File: src/rtl/flappy_pkg.sv
// Shared game-state type, screen/world constants and the LFSR step function for Flappy Block.
package flappy_pkg;

    typedef enum logic [1:0] {
        RUNNING   = 2'd0,
        PAUSED    = 2'd1,
        GAME_OVER = 2'd2
    } game_state_t;

    localparam int unsigned SCREEN_W  = 320;
    localparam int unsigned SCREEN_H  = 240;
    localparam int unsigned BIRD_X    = 30;
    localparam int unsigned BIRD_SIZE = 20;
    localparam int unsigned PIPE_W    = 30;
    localparam int unsigned GAP_H     = 70;
    localparam int unsigned GROUND_Y  = 220;

    localparam int unsigned BIRD_Y0    = 110;
    localparam int unsigned GAP_Y0     = 60;
    localparam int unsigned GAP_Y_STEP = 40;
    localparam int unsigned GAP_Y_MIN  = 20;
    localparam logic [7:0]  LFSR_SEED  = 8'hA5;

    // x^8 + x^6 + x^5 + x^4 + 1, Fibonacci form shifting towards the MSB.
    function automatic logic [7:0] lfsr_step(input logic [7:0] v);
        return {v[6:0], v[7] ^ v[5] ^ v[4] ^ v[3]};
    endfunction

endpackage

File: src/rtl/flappy_game_engine_if.sv
// World interface between the frame/button source and the game engine.
interface flappy_game_engine_if #(
    parameter int unsigned NUM_PIPES = 3
);
    import flappy_pkg::*;

    logic        frame_tick;
    logic [1:0]  buttons;
    logic [9:0]  bird;
    logic [19:0] pipes [NUM_PIPES];
    game_state_t game_state;
    logic [7:0]  score;

    modport master (
        output frame_tick, buttons,
        input  bird, pipes, game_state, score
    );

    modport slave (
        input  frame_tick, buttons,
        output bird, pipes, game_state, score
    );
endinterface

File: src/rtl/lfsr8.sv
// Free-running 8-bit LFSR; steps once per clock plus one extra step per requested draw.
module lfsr8
    import flappy_pkg::*;
#(
    parameter int unsigned MAX_DRAW = 3
) (
    input  logic                              clk,
    input  logic                              rst,
    input  logic [$clog2(MAX_DRAW + 1)-1:0]   draw,
    output logic [7:0]                        value
);
    logic [7:0] r_lfsr;
    logic [7:0] w_next;

    always_comb begin
        w_next = lfsr_step(r_lfsr);
        for (int unsigned k = 0; k < MAX_DRAW; k++) begin
            if (k < 32'(draw)) begin
                w_next = lfsr_step(w_next);
            end
        end
    end

    always_ff @(posedge clk) begin
        if (rst) begin
            r_lfsr <= LFSR_SEED;
        end else begin
            r_lfsr <= w_next;
        end
    end

    assign value = r_lfsr;

endmodule

File: src/rtl/flappy_game_engine.sv
// Flappy Block world engine: bird physics, pipe scroll/respawn, hit detection, score and game FSM.
// Define INVINCIBLE_EN to disable pipe collisions so that only the ground ends a game.
module flappy_game_engine
    import flappy_pkg::*;
#(
    parameter int unsigned NUM_PIPES    = 3,
    parameter int unsigned PIPE_SPACING = 110,
    parameter int unsigned PIPE_SPEED   = 2,
    parameter int unsigned FLAP_VEL     = 6,
    parameter int unsigned MAX_FALL     = 8
) (
    input  logic                clk,
    input  logic                rst,
    flappy_game_engine_if.slave bus
);
    localparam int unsigned        DRAW_W   = $clog2(NUM_PIPES + 1);
    localparam logic signed [7:0]  FLAP_V   = 8'(FLAP_VEL);
    localparam logic signed [7:0]  FALL_V   = 8'(MAX_FALL);
    localparam logic signed [10:0] GROUND_S = 11'(GROUND_Y);

    logic [1:0]         r_btn;
    logic [1:0]         r_btn_prev;
    game_state_t        r_state;
    game_state_t        w_state_nxt;
    logic               r_pend;
    logic               w_pend_nxt;
    logic [9:0]         r_bird;
    logic [9:0]         w_bird_nxt;
    logic signed [7:0]  r_vel;
    logic signed [7:0]  w_vel_nxt;
    logic signed [7:0]  w_vel_calc;
    logic signed [10:0] w_y_new;
    logic [9:0]         r_px      [NUM_PIPES];
    logic [9:0]         r_gap     [NUM_PIPES];
    logic [9:0]         w_px_nxt  [NUM_PIPES];
    logic [9:0]         w_gap_nxt [NUM_PIPES];
    logic [7:0]         r_score;
    logic [7:0]         w_score_nxt;
    logic [7:0]         w_lfsr;
    logic [7:0]         w_rand;
    logic [DRAW_W-1:0]  w_draw;
    logic [DRAW_W-1:0]  w_draw_eff;
    logic               w_pause_edge;
    logic               w_flap_edge;
    logic               w_pipe_hit;
    logic               w_hit;
    logic               w_update;
    logic               w_reload;

    lfsr8 #(
        .MAX_DRAW(NUM_PIPES)
    ) u_lfsr (
        .clk  (clk),
        .rst  (rst),
        .draw (w_draw_eff),
        .value(w_lfsr)
    );

    assign w_pause_edge = r_btn[1] & ~r_btn_prev[1];
    assign w_flap_edge  = r_btn[0] & ~r_btn_prev[0];
    assign w_draw_eff   = w_update ? w_draw : '0;

    always_comb begin
`ifdef INVINCIBLE_EN
        w_pipe_hit = 1'b0;
`else
        w_pipe_hit = 1'b0;
        for (int i = 0; i < int'(NUM_PIPES); i++) begin
            if ((r_px[i] < 10'(BIRD_X + BIRD_SIZE))
                && ((11'(r_px[i]) + 11'(PIPE_W)) > 11'(BIRD_X))
                && ((r_bird < r_gap[i])
                    || ((11'(r_bird) + 11'(BIRD_SIZE)) > (11'(r_gap[i]) + 11'(GAP_H))))) begin
                w_pipe_hit = 1'b1;
            end
        end
`endif
        w_hit = (r_bird >= 10'(GROUND_Y)) || w_pipe_hit;
    end

    always_comb begin
        w_state_nxt = r_state;
        w_update    = 1'b0;
        w_reload    = 1'b0;
        case (r_state)
            RUNNING: begin
                if (w_hit) begin
                    w_state_nxt = GAME_OVER;
                end else if (w_pause_edge) begin
                    w_state_nxt = PAUSED;
                end else if (bus.frame_tick) begin
                    w_update = 1'b1;
                end
            end
            PAUSED: begin
                if (w_pause_edge) begin
                    w_state_nxt = RUNNING;
                end
            end
            GAME_OVER: begin
                if (w_pause_edge) begin
                    w_reload    = 1'b1;
                    w_state_nxt = PAUSED;
                end
            end
            default: w_state_nxt = PAUSED;
        endcase
        // Flaps only accumulate while running and are consumed by the next frame update.
        w_pend_nxt = (r_state == RUNNING) && !w_update && (r_pend || w_flap_edge);
    end

    always_comb begin
        if (r_pend || w_flap_edge) begin
            w_vel_calc = -FLAP_V;
        end else if (r_vel < FALL_V) begin
            w_vel_calc = r_vel + 8'sd1;
        end else begin
            w_vel_calc = FALL_V;
        end
        w_y_new   = $signed({1'b0, r_bird}) + $signed({{3{w_vel_calc[7]}}, w_vel_calc});
        w_vel_nxt = w_vel_calc;
        if (w_y_new < 11'sd0) begin
            w_bird_nxt = '0;
            w_vel_nxt  = '0;
        end else if (w_y_new > GROUND_S) begin
            w_bird_nxt = 10'(GROUND_Y);
        end else begin
            w_bird_nxt = w_y_new[9:0];
        end

        // Each respawn in one frame consumes the next LFSR state in pipe order.
        w_rand      = w_lfsr;
        w_draw      = '0;
        w_score_nxt = r_score;
        for (int i = 0; i < int'(NUM_PIPES); i++) begin
            if (r_px[i] < 10'(PIPE_SPEED)) begin
                w_px_nxt[i]  = 10'(NUM_PIPES * PIPE_SPACING);
                w_gap_nxt[i] = 10'(GAP_Y_MIN) + {3'b000, w_rand[6:0]};
                w_rand       = lfsr_step(w_rand);
                w_draw       = w_draw + DRAW_W'(1);
                if (w_score_nxt != 8'hFF) begin
                    w_score_nxt = w_score_nxt + 8'd1;
                end
            end else begin
                w_px_nxt[i]  = r_px[i] - 10'(PIPE_SPEED);
                w_gap_nxt[i] = r_gap[i];
            end
        end
    end

    always_ff @(posedge clk) begin
        if (rst) begin
            r_btn      <= '0;
            r_btn_prev <= '0;
            r_state    <= PAUSED;
            r_pend     <= 1'b0;
        end else begin
            r_btn      <= bus.buttons;
            r_btn_prev <= r_btn;
            r_state    <= w_state_nxt;
            r_pend     <= w_pend_nxt;
        end
    end

    always_ff @(posedge clk) begin
        if (rst || w_reload) begin
            r_bird  <= 10'(BIRD_Y0);
            r_vel   <= '0;
            r_score <= '0;
            for (int i = 0; i < int'(NUM_PIPES); i++) begin
                r_px[i]  <= 10'(SCREEN_W + i * PIPE_SPACING);
                r_gap[i] <= 10'(GAP_Y0 + i * GAP_Y_STEP);
            end
        end else if (w_update) begin
            r_bird  <= w_bird_nxt;
            r_vel   <= w_vel_nxt;
            r_score <= w_score_nxt;
            for (int i = 0; i < int'(NUM_PIPES); i++) begin
                r_px[i]  <= w_px_nxt[i];
                r_gap[i] <= w_gap_nxt[i];
            end
        end
    end

    assign bus.bird       = r_bird;
    assign bus.game_state = r_state;
    assign bus.score      = r_score;

    for (genvar g = 0; g < NUM_PIPES; g++) begin : g_pipe
        assign bus.pipes[g] = {r_px[g], r_gap[g]};
    end

endmodule

File: src/flat_wrapper.sv
// flat-port wrapper written by rule: the top's interface ports become plain ports
module flappy_game_engine_flat import flappy_pkg::*;
#(
    parameter int unsigned NUM_PIPES    = 3,
    parameter int unsigned PIPE_SPACING = 110,
    parameter int unsigned PIPE_SPEED   = 2,
    parameter int unsigned FLAP_VEL     = 6,
    parameter int unsigned MAX_FALL     = 8
)
  (clk, rst, bus_frame_tick, bus_buttons, bus_bird, bus_pipes, bus_game_state, bus_score);
  flappy_game_engine_if #(.NUM_PIPES(NUM_PIPES)) bus_i ();
  input  logic clk;
  input  logic rst;
  input wire logic [$bits(bus_i.frame_tick)-1:0] bus_frame_tick;
  input wire logic [$bits(bus_i.buttons)-1:0] bus_buttons;
  output wire logic [$bits(bus_i.bird)-1:0] bus_bird;
  output wire logic [$bits(bus_i.pipes)-1:0] bus_pipes;
  output wire logic [$bits(bus_i.game_state)-1:0] bus_game_state;
  output wire logic [$bits(bus_i.score)-1:0] bus_score;
  assign bus_i.frame_tick = bus_frame_tick;
  assign bus_i.buttons = bus_buttons;
  assign bus_bird = bus_i.bird;
  assign bus_pipes = {>>{bus_i.pipes}};
  assign bus_game_state = bus_i.game_state;
  assign bus_score = bus_i.score;
  flappy_game_engine #(.NUM_PIPES(NUM_PIPES), .PIPE_SPACING(PIPE_SPACING), .PIPE_SPEED(PIPE_SPEED), .FLAP_VEL(FLAP_VEL), .MAX_FALL(MAX_FALL)) u_core (.clk(clk), .rst(rst), .bus(bus_i));
endmodule
File: config.mk
export PLATFORM = sky130hd
export DESIGN_NAME = flappy_game_engine_flat
export DESIGN_NICKNAME = d
export VERILOG_FILES = /design/src/rtl/flappy_pkg.sv /design/src/rtl/flappy_game_engine_if.sv /design/src/rtl/lfsr8.sv /design/src/rtl/flappy_game_engine.sv /design/src/flat_wrapper.sv
export SDC_FILE = /design/constraint.sdc
export NUM_CORES = 1
export LEC_CHECK = 0
export CORE_ASPECT_RATIO = 0.5
export CORE_MARGIN = 2
export CORE_UTILIZATION = 30
export DETAILED_ROUTE_END_ITERATION = 10
export SYNTH_ARGS = -nofsm -noshare
export SYNTH_HDL_FRONTEND = slang
export SYNTH_SLANG_ARGS = --single-unit
File: constraint.sdc
create_clock -name clk -period 4.3 [get_ports clk]
set_input_delay 0.43 -clock clk [delete_from_list [all_inputs] [get_ports clk]]
set_output_delay 0.43 -clock clk [all_outputs]
set_load 0.1 [all_outputs]
======== Word-level counts from Yosys, hierarchy flattened ========
Memory sizes are Yosys's and may differ from the RTL's.
Index checks and enable logic that the tools add are counted.
Widths: inputs -> output; s select.
cells by class
  reduce and logical (&&, ||, !) cells .... 16
  mux-type cells .......................... 50
  order comparisons ....................... 22
  equality and inequality tests ........... 6
  add/subtract/negate cells ............... 20
  bitwise logic cells ..................... 25
operators with widths
  kind                   number
  $mux 10                14
  $mux 8                 13
  $add 10x5->11 const B  4
  $add 10x7->11 const B  3
  $gt 11x11->1           3
  $gt 11x5->1 const B    3
  $lt 10x10->1           3
  $lt 10x2->1 const B    3
  $lt 10x6->1 const B    3
  $sub 10x2->10 const B  3
  $add 5x7->8 const A    3
  $add 8x1->8 const B    3
  $ne 8x8->1 const B     3
  $mux 1                 15
  $xor 1x1->1            15
  $mux 2                 6
  $add 11x8->11          1
  $gt 11x9->1 const B    1
  $lt 11x1->1 const B    1
  $ge 10x8->1 const B    1
  $add 8x2->8 const B    1
  $logic_and 1x1->1      8
  $lt 8x5->1 const B     1
  $mux 7                 1
  other kinds (14)       27
word-level totals
  input bits .............................. 5
  RAM bits ................................ 60
  output and inout port bits .............. 80
  logic and storage cells ................. 149
  flip-flop bits (word level) ............. 41
  memories ................................ 2
memories
  name          depth  width  read ports  clocked after memory_dff  wr ports  RTL line                  source
  u_core.r_gap  3      10     3           0                         3         flappy_game_engine.sv:34  logic [9:0] r_gap [NUM_PIPES];
  u_core.r_px   3      10     3           0                         3         flappy_game_engine.sv:33  logic [9:0] r_px [NUM_PIPES];

======== Depth between registers and ports, before layout ========
Gate-level depths: netlist of the first run.
An unclocked memory read counts as a cell.
  word-level depth ........................ 22
  mapped depth ............................ 20

======== By module ========
A second synthesis of the first run with hierarchy kept.
second synthesis, totals
  cell total of the unflattened synthesis .. 872
  area total of the unflattened synthesis .. 7634.8 sq um
modules (own cells, without submodules)
  module              area each (sq um)  times used  cells each
  flappy_game_engine  7065.5             1           815
  lfsr8               569.3              1           57

======== Worst setup path after synthesis of the first run ========
No wires, ideal clock.
  path kind ............................... register -> register
  start ................................... mem u_core.r_gap[1][1] (netlist: u_core.r_gap[0][11])
  end ..................................... mem u_core.r_gap[2][0] (netlist: u_core.r_gap[0][20]) (enable)
  setup time .............................. 0.384 ns
  required time ........................... 3.916 ns
  clock period less this slack ............ 4.661 ns
  path slack .............................. -0.361 ns
  arrival ................................. 4.277 ns
  buffers on the path ..................... 2
  cell stages (with the launch flop) ...... 15
  path through ............................ edfxtp_1 -> inv_1 -> ha_1 -> nor3_1 -> xnor2_1 -> ha_1 -> and4_1 -> a21oi_1 -> o221ai_1 -> a221o_1 -> a2bb2oi_1 -> nand3_1 -> clkbuf_1 -> clkbuf_1 -> o21ai_0
RTL lines
  what             RTL line
  start, declared  flappy_game_engine.sv:34

==> metrics, run 1 <==
Synth Flop Type=edfxtp_1; vias in the first global route=6,952; Die H=117 µm; Post-synth ARST share=0; CTS Buffer Depth=2; Post-Layout Cell Count=between 1,000 and 1,500; global-route wire length before repair=~36,000 µm; via density per instance=roughly 5.3; DRT Wirelength=~22,000 µm; initial antenna violation count=0; pwr dens=roughly 270 mW/mm²; Core Rows=41; DR WL/cell=16.7 µm; period utilisation layout=0.942; CTS tree=done; final hold viol count=0; via count=between 7,000 and 8,000; Crit Path Max Fanout=15; critical path class=reg -> reg; required time of the critical path=around 4.5 ns; register area share after synthesis=0.305; Max Cap Viol=0; Reg2Reg Depth=11; antenna-violating nets left=0; fill count=~2,500; Area growth, synth to finish=21.9%; clock transition at the registers of the reported paths=around 0.070 ns; total grt overflow=0; post-route cell area=0.00941 mm²; synthesized flop and latch total=roughly 90; Synth Warn #=0; Worst Setup Start Kind=flop; synthesized instance count=900; Antenna diodes=0; largest net degree at the start of global routing=29; CTS Buf Count=9; clk_lat worst skew=approximately 0.36 ns; H-tree depth=3; WHS Path Cells=1; nets=about 1,100; Placed Instance Area=between 0.009 and 0.01 mm²; global placement routability congestion=between 0.8 and 0.9; I/O Buffers=75; core footprint=between 0.02 and 0.03 mm²; unique cell type count in the Yosys netlist=82; Core Util, Final=0.373; Met2 Routed Length=10,600 µm; highest metal used=met4; final setup fails=0; Root Driver=clkbuf_16; Iter 0 DRT Violations=566; Setup crit end kind=flop; clk sinks=roughly 90; Total Power=approximately 2.5 mW; Leakage Power=3.61 nW; DIE AREA=around 0.027 mm²; Worst slew margin=0.325; Starting Density=0.306; outcome=complete, no violations; gr usage total=0.165; Fmax=approximately 250 MHz; max-slew violation count=0; Die W=~230 µm; worst hold path class=reg -> reg; Syn Area/Cell=8.58 µm²; commonest cells after routing, fill and taps aside=nor2_1 (76), clkdlybuf4s50_1 (75), nand2_1 (74); Worst Skew=~0.0096 ns; drt first pass iters=5; Routed met3 length=1140 µm; HPWL Detailed=17,000 µm; met1 WL=a little over 10,000 µm; Max VDD drop=~190 µV; hold buffers post-CTS=0; Post-synth EDFFs=between 50 and 60; CP arrival=4.30 ns; Worst Max-Slew Pin Slew=1.01 ns; DRC=0; Post-Syn Area=between 0.007 and 0.008 mm²; placed cells=approximately 1,300; commonest non-fill, non-tap cell in the layout=nor2_1; layout cells sized above 1=0.105; Tmin final=4.05 ns; # IOs=85
-- metal layers --
| layer | global-route usage | up-vias |
|---|---|---|
| met3 | 0.0310 | 44 |
| li1 | - | 3456 |
| met1 | 0.209 | 3351 |
| met4 | 0.0629 | 0 |
| met5 | 0 | - |
| met2 | 0.278 | 207 |
-- report_power, final --
part | internal, mW | switching (mW)
sequential | 0.958 | 0.0570
combinational | 0.234 | 0.450
clock | 0.420 | 0.382
total | 1.61 | 0.889
-- flip-flops by register name (all words and copies together) (netlist names), 8 cells and up --
name,cells
u_core.r_gap,24
u_core.u_lfsr.value,8
u_core.bus.score,8
u_core.bus.bird,10
u_core.r_px,27
u_core.r_vel,8
-- stage by stage --
stage               setup slack [ns]   TNS [ns]  hold WS, ns
finish                         0.248          0        0.465
global route               -0.000594  -0.000594        0.473
CTS                           0.0838          0        0.468
detailed placement            0.0914          0        0.455
global placement               0.233          0        0.461
floorplan                    -0.0785      -1.72        0.438
-- Yosys cell counts (16+ instances only) --
master / count / area [µm²]
edfxtp_1: 51 / 1530
inv_1: 48 / 180
nor3_1: 28 / 140
nor2_1: 77 / 289
xnor2_1: 50 / 438
o21ai_0: 51 / 255
nor4_1: 16 / 100
xor2_1: 27 / 236
nand3_1: 21 / 105
dfxtp_1: 41 / 821
a21oi_1: 66 / 330
clkbuf_1: 35 / 131
nand2_1: 74 / 278
ha_1: 72 / 901
-- cell families after synthesis --
family,share of synthesized area
adder cells (fa/ha/maj),0.119
AND/OR/NAND/NOR,0.207
XOR/XNOR,0.0873
AO/OA/AOI/OAI,0.196
multiplexers,0.0313
other,0.000486
buffers and inverters,0.0549
flip-flops,0.305
-- worst max-delay path: stages, from the launching register on --
cell	delay (ns)
edfxtp_1	0.45
or4_4	0.66
or3_1	0.44
buf_4	0.23
nor4_2	0.37
nor4_4	0.10
a311oi_1	0.34
xnor2_1	0.24
nand2_1	0.23
o41ai_4	0.48
nor2_1	0.12
a211o_1	0.27
-- cell type report --
type                    instances  area [µm²]  area share
multi-input cells             717        5040       0.535
flip-flops and latches         92        2350       0.250
repair buffers                120        1100       0.117
well taps                     344         430      0.0457
clock buffers                  10         239      0.0254
inverters                      50         196      0.0209
clock inverters                 6        51.3     0.00545
-- worst paths after layout --
| kind | from | to | slack [ns] |
|---|---|---|---|
| hold / removal | u_core.r_btn[0] | u_core.r_btn_prev[0] | 0.47 |
| setup / recovery | u_core.r_px[0][2] | u_core.bus.score[3] | 0.25 |
| hold reg to reg | u_core.r_btn[0] | u_core.r_btn_prev[0] | 0.47 |
| setup reg to reg | u_core.r_px[0][2] | u_core.bus.score[3] | 0.25 |
-- repair_timing --
action | in CTS | in global routing
buffers inserted | 0 | 2
setup endpoints to repair | 0 | 12
resized for setup | 0 | 7
Note: power is estimated with default switching activity, not from simulation.
==> run 2: changes to the inputs <==
- CTS_BUF_LIST: default -> sky130_fd_sc_hd__clkbuf_16
==> run 2 against run 1 <==
Wire length grew 0.14%; register-to-register slack is essentially flat; critical path depth is the same; design area shrank 0.11%; non-clock buffer count is the same; sequential power is essentially flat; clock skew is essentially flat; critical path type unchanged.
==> metrics, run 2 (same netlist as run 1, synthesis figures left out) <==
outcome=complete, no violations; DRT Wirelength=22,400 µm (+0.14%); Reg2Reg Setup Slack=0.25 ns (about the same); hold slack final=0.465 ns (+0.0000830 ns); Reg-to-Reg End=u_core.bus.score[3]; largest net degree at the start of global routing=29 (unchanged); vias in the first global route=6,938 (-0.20%); global placement routability congestion=0.898 (unchanged); total grt overflow=0 (unchanged); DR WL/cell=16.7 µm (+0.14%); largest reg by FF count=u_core.r_px; Setup TNS=0 ns (unchanged); min-delay src=u_core.r_btn[0]; Post-Layout Cell Count=1,339 (unchanged); kind of cell adding the most delay to the critical path=simple AND/OR/NAND/NOR gates; commonest non-fill, non-tap cell in the layout=nor2_1; commonest cells after routing, fill and taps aside=nor2_1 (76), clkdlybuf4s50_1 (75), nand2_1 (74); Sequential Power Share=0.408 (+0.002); nets=1,068 (unchanged); CTS Buf Count=9 (unchanged); period utilisation layout=0.942 (about the same); HPWL Detailed=17,000 µm (unchanged); Max Cap Viol=0 (unchanged); H-tree depth=3 (unchanged); Tmin final=4.05 ns (-0.00247 ns); Pint=1.59 mW (-1.1%); worst hold path class=reg -> reg; pwr dens=264 mW/mm² (-0.48%); global-route wire length before repair=36,000 µm (about the same); Fmax=247 MHz (about the same); Setup crit end kind=flop; Clk network pwr share=0.317 (-0.004); clk_lat worst skew=0.36 ns (about the same); placed cells=1,321 (unchanged); slowest CP cell=or4_4; max-slew violation count=0 (unchanged); drt first pass iters=5 (unchanged); Leakage Power=3.61 nW (about the same); Total Power=2.49 mW (-0.58%); WHS Path Cells=1 (unchanged); Worst Path Buf+Inv=1 (unchanged); r2r startpoint=u_core.r_px[0][2]; CTS Buffer Depth=2 (unchanged); Comb pwr share=0.275 (+0.002); Reg2Reg Depth=11 (unchanged); Max VDD drop=195 µV (+2.0%); DRC=0 (unchanged); Crit Path Max Fanout=15 (unchanged); critical path class=reg -> reg; I/O Buffers=75 (unchanged); CTS tree=done; # IOs=85 (unchanged); Psw=0.892 mW (+0.33%); DIE AREA=0.0271 mm² (unchanged); Worst Max-Slew Pin Slew=1.01 ns (+0.00274 ns); CP Cell Sequence=or4_4 > or3_1 > buf_4 > nor4_2 > nor4_4 > a311oi_1 > xnor2_1 > nand2_1 > o41ai_4 > nor2_1 > a211o_1; Die W=231 µm (unchanged); Core Rows=41 (unchanged); antenna-violating nets left=0 (unchanged); worst hold endpoint=u_core.r_btn_prev[0]; Root Driver=clkbuf_16; final setup fails=0 (unchanged); core footprint=0.0252 mm² (unchanged); Worst Skew=0.00941 ns (-0.000240 ns); via density per instance=5.27 (about the same); gr usage total=0.165 (about the same); Worst Setup Start Kind=flop; required time of the critical path=4.55 ns (about the same); number of flip-flops in the largest register=27 (unchanged); via count=7,053 (-0.071%); Iter 0 DRT Violations=546 (-3.5%); Antenna diodes=0 (unchanged); Worst slew margin=0.323 (-0.00183); Core Util, Final=0.372 (-0.000396); sw frac=0.359 (+0.00328); layout cells sized above 1=0.105 (unchanged); Starting Density=0.306 (unchanged); final hold viol count=0 (unchanged); clk sinks=92 (unchanged); hold buffers post-CTS=0 (unchanged); initial antenna violation count=0 (unchanged); Die H=117 µm (unchanged); CP arrival=4.30 ns (about the same); clock transition at the registers of the reported paths=0.07 ns (about the same); CP peak stage delay=0.65 ns (about the same); Area growth, synth to finish=21.7%
## run 2: cell types whose count changed in the layout (fill, tap and decap cells not counted), sizes merged
cell / previous run / this run
inv: 52 / 53
clkbuf: 10 / 9
## run 2: worst max-delay path by stage
stage | from | end | slack (ns) | cells past startpoint
floorplan | u_core.r_gap[0][11] | u_core.r_gap[0][20] | -0.08 | 14
global placement | u_core.r_px[0][8] | u_core.bus.score[3] | 0.23 | 11
detailed placement | u_core.r_px[0][8] | u_core.bus.score[3] | 0.09 | 11
CTS | u_core.r_px[0][8] | u_core.bus.score[3] | 0.08 | 11
global route | u_core.r_px[0][2] | u_core.bus.score[3] | -0.0006 | 13
finish | u_core.r_px[0][2] | u_core.bus.score[3] | 0.25 | 11
## run 2: final cells by class
class / instances / area (µm²)
Inverter: 50 / 196
Tap cell: 344 / 430
Sequential cell: 92 / 2350
Fill cell: 2540 / 15800
Clock inverter: 7 / 55.1
Multi-Input combinational cell: 717 / 5040
Clock buffer: 9 / 225
Timing Repair Buffer: 120 / 1100
## run 2: worst register-to-register path, stage by stage (launching register included)
cell      delay, ns
edfxtp_1       0.45
or4_4          0.66
or3_1          0.44
buf_4          0.23
nor4_2         0.37
nor4_4         0.11
a311oi_1       0.34
xnor2_1        0.24
nand2_1        0.23
o41ai_4        0.48
nor2_1         0.12
a211o_1        0.27
## run 2: stage by stage
stage / setup slack (ns) / area, µm²
global route: -0.000594 / 9400
global placement: 0.233 / 9070
detailed placement: 0.0914 / 9070
floorplan: -0.0785 / 7780
finish: 0.250 / 9400
CTS: 0.0838 / 9350
## run 2: what timing repair did
item,in CTS,in global routing
gates resized for setup,0,7
setup endpoints to repair,0,12
setup buffers,0,2
## run 2: routing by layer
metal | wire length, µm | GRT usage
met1 | 10100 | 0.209
met5 | 0 | 0
met2 | 10600 | 0.279
met4 | 580 | 0.0617
met3 | 1130 | 0.0310
## run 2: power by group through the flow
| stage | sequential (mW) | clock (mW) | combinational, mW |
|---|---|---|---|
| after floorplan | 1.15 | 0 | 0.394 |
| after global routing | 1.02 | 0.847 | 0.745 |
| final | 1.02 | 0.787 | 0.684 |
| after global placement | 1.03 | 0 | 0.665 |
| after CTS | 1.01 | 0.813 | 0.680 |
| after detailed placement | 1.03 | 0 | 0.677 |
